--- config.mk ---
export PLATFORM = sky130hd
export DESIGN_NAME = fetch_logic
export DESIGN_NICKNAME = d
export VERILOG_FILES = /design/src/rtl/fetch_logic.sv
export SDC_FILE = /design/constraint.sdc
export NUM_CORES = 1
export LEC_CHECK = 0
export CAP_MARGIN = 20
export CORE_ASPECT_RATIO = 2
export CORE_MARGIN = 10
export CORE_UTILIZATION = 35
export DETAILED_ROUTE_END_ITERATION = 8
export MAX_ROUTING_LAYER = met4
export PLACE_DENSITY_LB_ADDON = 0.1
export SLEW_MARGIN = 20
export SYNTH_ARGS = -nofsm -noshare
export SYNTH_HDL_FRONTEND = slang
export SYNTH_SLANG_ARGS = --single-unit
--- constraint.sdc ---
create_clock -name clk -period 12.9 [get_ports clk]
set_clock_uncertainty 0.2 [all_clocks]
set_input_delay 1.29 -clock clk [delete_from_list [all_inputs] [get_ports clk]]
set_output_delay 1.29 -clock clk [all_outputs]
set_load 0.005 [all_outputs]
--- src/rtl/fetch_logic.sv ---
// Instruction fetch front end: one memory request in flight, a one-entry hold buffer absorbs a response that lands during stall.
// Redirects flush the decoder output; a response still owed by memory after a redirect is drained and dropped.
module fetch_logic #(
  parameter logic [31:0] RESET_PC = 32'h0000_0000,
  parameter logic [31:0] NOP_INST = 32'h0000_0013
) (
  input  logic        clk,
  input  logic        reset,
  output logic        imem_req,
  output logic [31:0] imem_addr,
  input  logic        imem_ack,
  input  logic [31:0] imem_rdata,
  input  logic        stall,
  input  logic        redirect_valid,
  input  logic [31:0] redirect_pc,
  output logic [31:0] instruction,
  output logic [31:0] inst_pc,
  output logic        inst_valid,
  output logic        jump_branch_enable
);

  typedef enum logic [1:0] {IDLE, FETCH, HOLD, DRAIN} state_t;

  state_t      state_q;
  logic [31:0] pc_q;
  logic [31:0] addr_q;
  logic        req_q;
  logic [31:0] inst_q;
  logic [31:0] inst_pc_q;
  logic        inst_vld_q;
  logic        jbe_q;
  logic [31:0] hold_inst_q;
  logic [31:0] hold_pc_q;

  logic [31:0] redir_tgt;
  logic [31:0] pc_inc;
  logic [31:0] hold_inc;

  assign redir_tgt = {redirect_pc[31:2], 2'b00};
  assign pc_inc    = pc_q + 32'd4;
  assign hold_inc  = hold_pc_q + 32'd4;

  always_ff @(posedge clk or posedge reset) begin
    if (reset) begin
      state_q     <= IDLE;
      pc_q        <= RESET_PC;
      addr_q      <= RESET_PC;
      req_q       <= 1'b0;
      inst_q      <= NOP_INST;
      inst_pc_q   <= RESET_PC;
      inst_vld_q  <= 1'b0;
      jbe_q       <= 1'b0;
      hold_inst_q <= NOP_INST;
      hold_pc_q   <= RESET_PC;
    end else begin
      jbe_q <= 1'b0;
      case (state_q)
        IDLE: begin
          // Memory is never asked anything here, so a stray ack is simply ignored.
          state_q <= FETCH;
          req_q   <= 1'b1;
          if (redirect_valid) begin
            pc_q   <= redir_tgt;
            addr_q <= redir_tgt;
            jbe_q  <= 1'b1;
          end else begin
            addr_q <= pc_q;
          end
        end

        FETCH: begin
          if (redirect_valid) begin
            inst_q     <= NOP_INST;
            inst_vld_q <= 1'b0;
            jbe_q      <= 1'b1;
            pc_q       <= redir_tgt;
            if (imem_ack) begin
              addr_q <= redir_tgt;
            end else begin
              state_q <= DRAIN;
            end
          end else if (imem_ack) begin
            if (stall) begin
              hold_inst_q <= imem_rdata;
              hold_pc_q   <= pc_q;
              req_q       <= 1'b0;
              state_q     <= HOLD;
            end else begin
              inst_q     <= imem_rdata;
              inst_pc_q  <= pc_q;
              inst_vld_q <= 1'b1;
              pc_q       <= pc_inc;
              addr_q     <= pc_inc;
            end
          end else if (!stall) begin
            inst_q     <= NOP_INST;
            inst_vld_q <= 1'b0;
          end
        end

        HOLD: begin
          if (redirect_valid) begin
            inst_q     <= NOP_INST;
            inst_vld_q <= 1'b0;
            jbe_q      <= 1'b1;
            pc_q       <= redir_tgt;
            addr_q     <= redir_tgt;
            req_q      <= 1'b1;
            state_q    <= FETCH;
          end else if (!stall) begin
            inst_q     <= hold_inst_q;
            inst_pc_q  <= hold_pc_q;
            inst_vld_q <= 1'b1;
            pc_q       <= hold_inc;
            addr_q     <= hold_inc;
            req_q      <= 1'b1;
            state_q    <= FETCH;
          end
        end

        DRAIN: begin
          // Old address stays on the bus until memory answers; pc_q holds the newest target.
          if (redirect_valid) begin
            jbe_q <= 1'b1;
            pc_q  <= redir_tgt;
            if (imem_ack) begin
              addr_q  <= redir_tgt;
              state_q <= FETCH;
            end
          end else if (imem_ack) begin
            addr_q  <= pc_q;
            state_q <= FETCH;
          end
        end

        default: begin
          state_q <= IDLE;
          req_q   <= 1'b0;
        end
      endcase
    end
  end

  assign imem_req           = req_q;
  assign imem_addr          = addr_q;
  assign instruction        = inst_q;
  assign inst_pc            = inst_pc_q;
  assign inst_valid         = inst_vld_q;
  assign jump_branch_enable = jbe_q;

endmodule

# Word-level counts from Yosys, hierarchy flattened
# Index checks and enable logic that the tools add are counted.
[op_classes]
n_addsub = 2
eq_ne = 17
muxes = 47
n_bitwise = 1
n_reduce_logical = 13
[op_table]
columns = ["operator", "count"]
rows = [
  ["two-way mux 32 bit", 21],
  ["case mux 32 bit (2 select lines)", 2],
  ["case mux 32 bit (4 select lines)", 1],
  ["case mux 32 bit (3 select lines)", 1],
  ["adder 32 x 3 -> 32 bit, second input constant", 2],
  ["inequality test 3 bit, second input constant", 6],
  ["two-way mux 2 bit", 7],
  ["inequality test 2 bit, second input constant", 7],
  ["two-way mux 1 bit", 12],
  ["AND reduction 5 bit", 2],
  ["case mux 2 bit (4 select lines)", 1],
  ["AND reduction 4 bit", 2],
  ["AND reduction 3 bit", 2],
  ["AND reduction 6 bit", 1],
  ["== test 2 bit, second input constant", 2],
  ["inequality test 4 bit, second input constant", 1],
  ["OR reduction 4 bit", 1],
  ["case mux 1 bit (3 select lines)", 1],
  ["nonzero test 3 bit", 1],
  ["== test 2 x 1 -> 1 bit, second input constant", 1],
  ["logical NOT 2 bit", 1],
  ["case mux 1 bit (2 select lines)", 1],
  ["AND reduction 2 bit", 1],
  ["nonzero test 2 bit", 1],
  ["other kinds (2)", 2],
]
[totals]
regBits = 197
in_bits = 69
out_inout_bits = 99
wordCells = 90

# Logic depth before layout (Yosys ltp)
[depth]
depth_word = 5
ltp_mapped = 10
depth_no_buf = 8

# Worst setup path after synthesis
# Ideal clock, no wire load.
[synth_path]
kind = "input to register"
startpoint = "in imem_ack"
endpoint = "reg pc_q[29]"
setup_time_ns = 0.077
t_arrival_ns = 2.807
required_time_ns = 12.623
setup_slack_ns = 9.816
stages = 8
path_buffers = 2
cell_sequence = "clkbuf_1 nor2b_1 or3_1 nand2_1 clkbuf_1 nor4_1 a211o_1 a21oi_1"
[synth_via]
elab_chain_len = 2
[synth_rtl]
columns = ["item", "line", "text"]
rows = [
  ["start: declaration", "11", "input logic imem_ack,"],
  ["inequality test 3 bit (no line)", "--", ""],
  ["AND reduction 3 bit (no line)", "--", ""],
  ["end signal: assignment", "63", "pc_q <= redir_tgt;"],
  ["end signal: assignment", "76", "pc_q <= redir_tgt;"],
  ["end signal: assignment", "92", "pc_q <= pc_inc;"],
  ["end: declaration", "25", "logic [31:0] pc_q;"],
]
# No other way between the ends.
# A chain may end at the register's enable or synchronous reset.

# Worst setup path in the final report
[layout_path]
startpoint = "in stall"
endpoint = "reg addr_q[13], in the netlist imem_addr[13]"
[layout_via]
elab_chain_len = 2
elab_cells_between_ends = 3
cone_classes = "eq/ne: 2; reduce/logical: 1"
[layout_rtl]
columns = ["item", "line", "text"]
rows = [
  ["start: declaration", "13", "input logic stall,"],
  ["inequality test 3 bit (no line)", "--", ""],
  ["AND reduction 4 bit (no line) (*)", "--", ""],
  ["end signal: assignment", "64", "addr_q <= redir_tgt;"],
  ["end signal: assignment", "67", "addr_q <= pc_q;"],
  ["end signal: assignment", "78", "addr_q <= redir_tgt;"],
  ["end: declaration", "26", "logic [31:0] addr_q;"],
]
# Mark *: on every way between the ends. The rest lies on a longest branch, timed or not.

==> flow_summary.toml <==
[outcome]
run_status = "complete, no violations"

[worst_setup_path]
crit_chain = "clkdlybuf4s50_1, o21ai_0, a21oi_2, buf_4, nor2_2, o21ai_0, a2111oi_0, a311oi_1"
crit_fanout = 29
cp_slowest_stage_delay_ns = 0.82
critPathTopFamily = "compound AO/OA/AOI/OAI gates"
cp_num_cells = 8
start_kind = "primary input"
arrival_ns = 4.25
regToRegSetupSlack_ns = 8.82
timing.rr.start = "state_q[0]$_DFFE_PP0P_"
reg2reg_depth = 10
worst_setup_path_startpoint = "stall"
reg2reg_to = "pc_q[29]$_DFFE_PP0P_"
crit_end = "imem_addr[13]$_DFFE_PP0P_"
crit_top_cell = "o21ai_0"
cp.buffers_inverters = 2
worst-endpoint-required_ns = 13.00
worst_path_max_delay_cell = "nor2_2"
critical_path_start_end_classification = "primary input to flop"
cp-end-kind = "flop"

[logic_synthesis]
synth_sequential_area_ratio_pct = 40.8
area_share_of_the_largest_cell_type_after_synthesis_pct = 39.5
synth_cell_types = 73
synthesis.nets = 1444
synth-main-ff-cell = "dfrtp_1"
syn_inst = 1369
synth_top_cells_by_area = "dfrtp_1 40%, o21ai_0 6.3%, mux2i_1 6.2%, mux2_2 5.9%, nand2_1 5.2%"
postSynthRegisterBits = 197
async_reset_ff_share_pct = 100
netlist_area_before_placement_sq_um = 12100
synthesis.yosys.warnings = 0
netlist.top_cell.by_area = "dfrtp_1"
synthesis.area_per_instance_sq_um = 8.83
ys_top_cells_by_count = "191 x dfrtp_1, 169 x nand2_1, 152 x o21ai_0, 91 x a21oi_1, 85 x clkbuf_1"
synth_most_common_cell = "dfrtp_1"
number_of_enable_type_register_cells_in_the_synthesized_netlist = 0

[power_and_ir_drop]
power.share.clock_pct = 16.5
share_seq_of_total_power_pct = 34.9
power.share.switching_pct = 45.4
vdd_drop_max_v = 0.000135
combinationalPowerShare_pct = 48.5
power_density_nw_per_um2 = 244
switchingPower_w = 0.00162
total_leakage_power_nw = 5.78
p_int_w = 0.00195

[grt]
first_global_vias = 11400
grtUsageTotal_pct = 23.0
grt_overflow_total = 0
grt_max_degree = 89
grt_pass1_wl_mm = 71.7
antenna_found_initial = 1

[floorplan]
start_util_pct = 35.3
die_width_microns = 151
die_area_sq_um = 42800
num_io_pins = 168
die_y_microns = 283
core_sq_um = 34200
rows = 96

[route]
dr.first_iter.drc_count = 767
drt-pass1-iter-count = 5
drc_errors = 0
wire_per_inst_microns = 25.4
vias = 11300
viasPerCell = 5.96
final_antenna_net_count = 0
final_routed_wirelength_across_all_metal_layers_mm = 48.3

[timing]
final_hold_viol_count = 0
timing.final.crit_share_pct = 32.2
fmax_mhz = 241
timing_max_transition_violations_final = 0
hold_slack_ns = 0.280
max_slew.worst_pin.slew_ns = 1.10
setup_viol = 0
timing.final.crit_period_ns = 4.16
totalNegativeSetupSlack_ns = 0
maxSlewHeadroom_pct = 26.4
unrepaired_setup_endpoints_after_global_routing = "false"

[clocking]
htree_levels = 4
clk_latency_ns = 0.46
post_cts.repair.setup_buffers = 0
cts_tree = "done"
cts_hold_repair.buffers = 0
clkSlewWorstSetupHoldPaths_ns = 0.08
cts.repair.resized = 0
cts_made_buffers = 17
cts_root_buffer_type = "clkbuf_16"
largest_buffer_count_on_any_clock_path = 2
clock_sink_count = 197

[worst_hold_path]
timing.hold.worst.start = "instruction[11]$_DFFE_PP0P_"
hold_path_class = "flop to flop"

[final_layout]
design_area_sq_um = 14600
multi_input_comb_area_sq_um = 6590
sequential_cell_area_sq_um = 4940
final_cells = 1899
area.growth.synth_to_final_pct = 20.8
layout.filler_cells = 3445
layout_net_count = 1518
drive_gt1_share_pct = 10.9

[flow_run]
max_cap_viol_count = 0

[placement]
placed_cells_incl_taps = 1865
dp.final_hpwl_mm = 33.2
gp_congestion = 1.01
io_buffers = 165
detailed_place.area_sq_um = 14000
[through the flow]
stage | power, W | setup WS [ns] | util [%]
floorplan | 0.00220 | 6.05 | -
global placement | 0.00296 | 8.21 | 40.8
detailed placement | 0.00298 | 8.17 | 40.8
CTS | 0.00358 | 8.68 | 42.6
global route | 0.00380 | 8.63 | 42.7
finish | 0.00356 | 8.74 | 42.7
[flip-flops by register name, indices dropped and copies added, names as in the netlist]
name                count
imem_req                1
hold_pc_q              32
instruction            32
jump_branch_enable      1
inst_pc                32
imem_addr              32
hold_inst_q            32
inst_valid              1
pc_q                   32
state_q                 2
[how the worst min path moves through the flow]
stage | depth (start not counted) | to
2_1_floorplan | 2 | instruction[0]$_DFFE_PP1P_
3_3_place_gp | 2 | instruction[24]$_DFFE_PP0P_
3_5_place_dp | 2 | inst_pc[26]$_DFFE_PP0P_
4_1_cts | 2 | inst_pc[6]$_DFFE_PP0P_
5_1_grt | 2 | instruction[19]$_DFFE_PP0P_
6_report | 2 | instruction[11]$_DFFE_PP0P_
[kinds of logic (layout without fill, tap and decap cells)]
logic type | count (synthesis) | in the layout | synth area share [%]
AOI/OAI and AO/OA | 439 | 439 | 22.7
xor gates and xnor gates | 35 | 35 | 2.54
and+or+nand+nor | 403 | 403 | 16.0
buffers and inverters | 151 | 238 | 5.23
muxes | 138 | 138 | 12.1
DFF | 197 | 197 | 40.8
adders and majority gates | 6 | 6 | 0.621
other | 0 | 2 | 0
[worst register-to-register path, delay by kind of cell, from the launching register on]
family,cells,cell delay [ns]
simple gates,3,1.12
compound gates,3,0.71
fa+ha+maj,1,0.49
buf+inv,3,1.09
flops,1,0.41
[metal layers]
metal / global-route usage (%) / routed length [microns]
met3: 4.41 / 3090
met1: 23.1 / 17000
met4: 14.9 / 3300
met5: - / 0
met2: 39.6 / 24900
[cell type report]
| class | count | area share (%) |
|---|---|---|
| Antenna cell | 2 | 0.0343 |
| Inverter | 17 | 0.488 |
| Clock inverter | 14 | 1.29 |
| Timing Repair Buffer | 189 | 12.5 |
| Clock buffer | 18 | 3.01 |
| Sequential cell | 197 | 33.8 |
| Tap cell | 441 | 3.78 |
| Multi-Input combinational cell | 1021 | 45.1 |
[cells in the final DEF, fill, tap and decap left out, types with 22 or more instances in the layout]
cell,count
o21ai_0,152
a22oi_1,32
mux2_2,63
buf_4,25
nand3_1,43
a31oi_1,27
nor2_1,60
clkdlybuf4s50_1,163
nand2_1,167
dfrtp_1,191
mux2i_1,75
nor3_1,25
nand4_1,22
a21oi_1,90
[power groups by stage]
stage / registers, W / clock network (W) / logic, W
CTS: 0.00124 / 0.000608 / 0.00174
global route: 0.00128 / 0.000627 / 0.00189
global placement: 0.00124 / 0 / 0.00172
detailed placement: 0.00125 / 0 / 0.00173
finish: 0.00124 / 0.000589 / 0.00173
floorplan: 0.00106 / 0 / 0.00114
No activity file was read; power rests on OpenSTA's default activity.
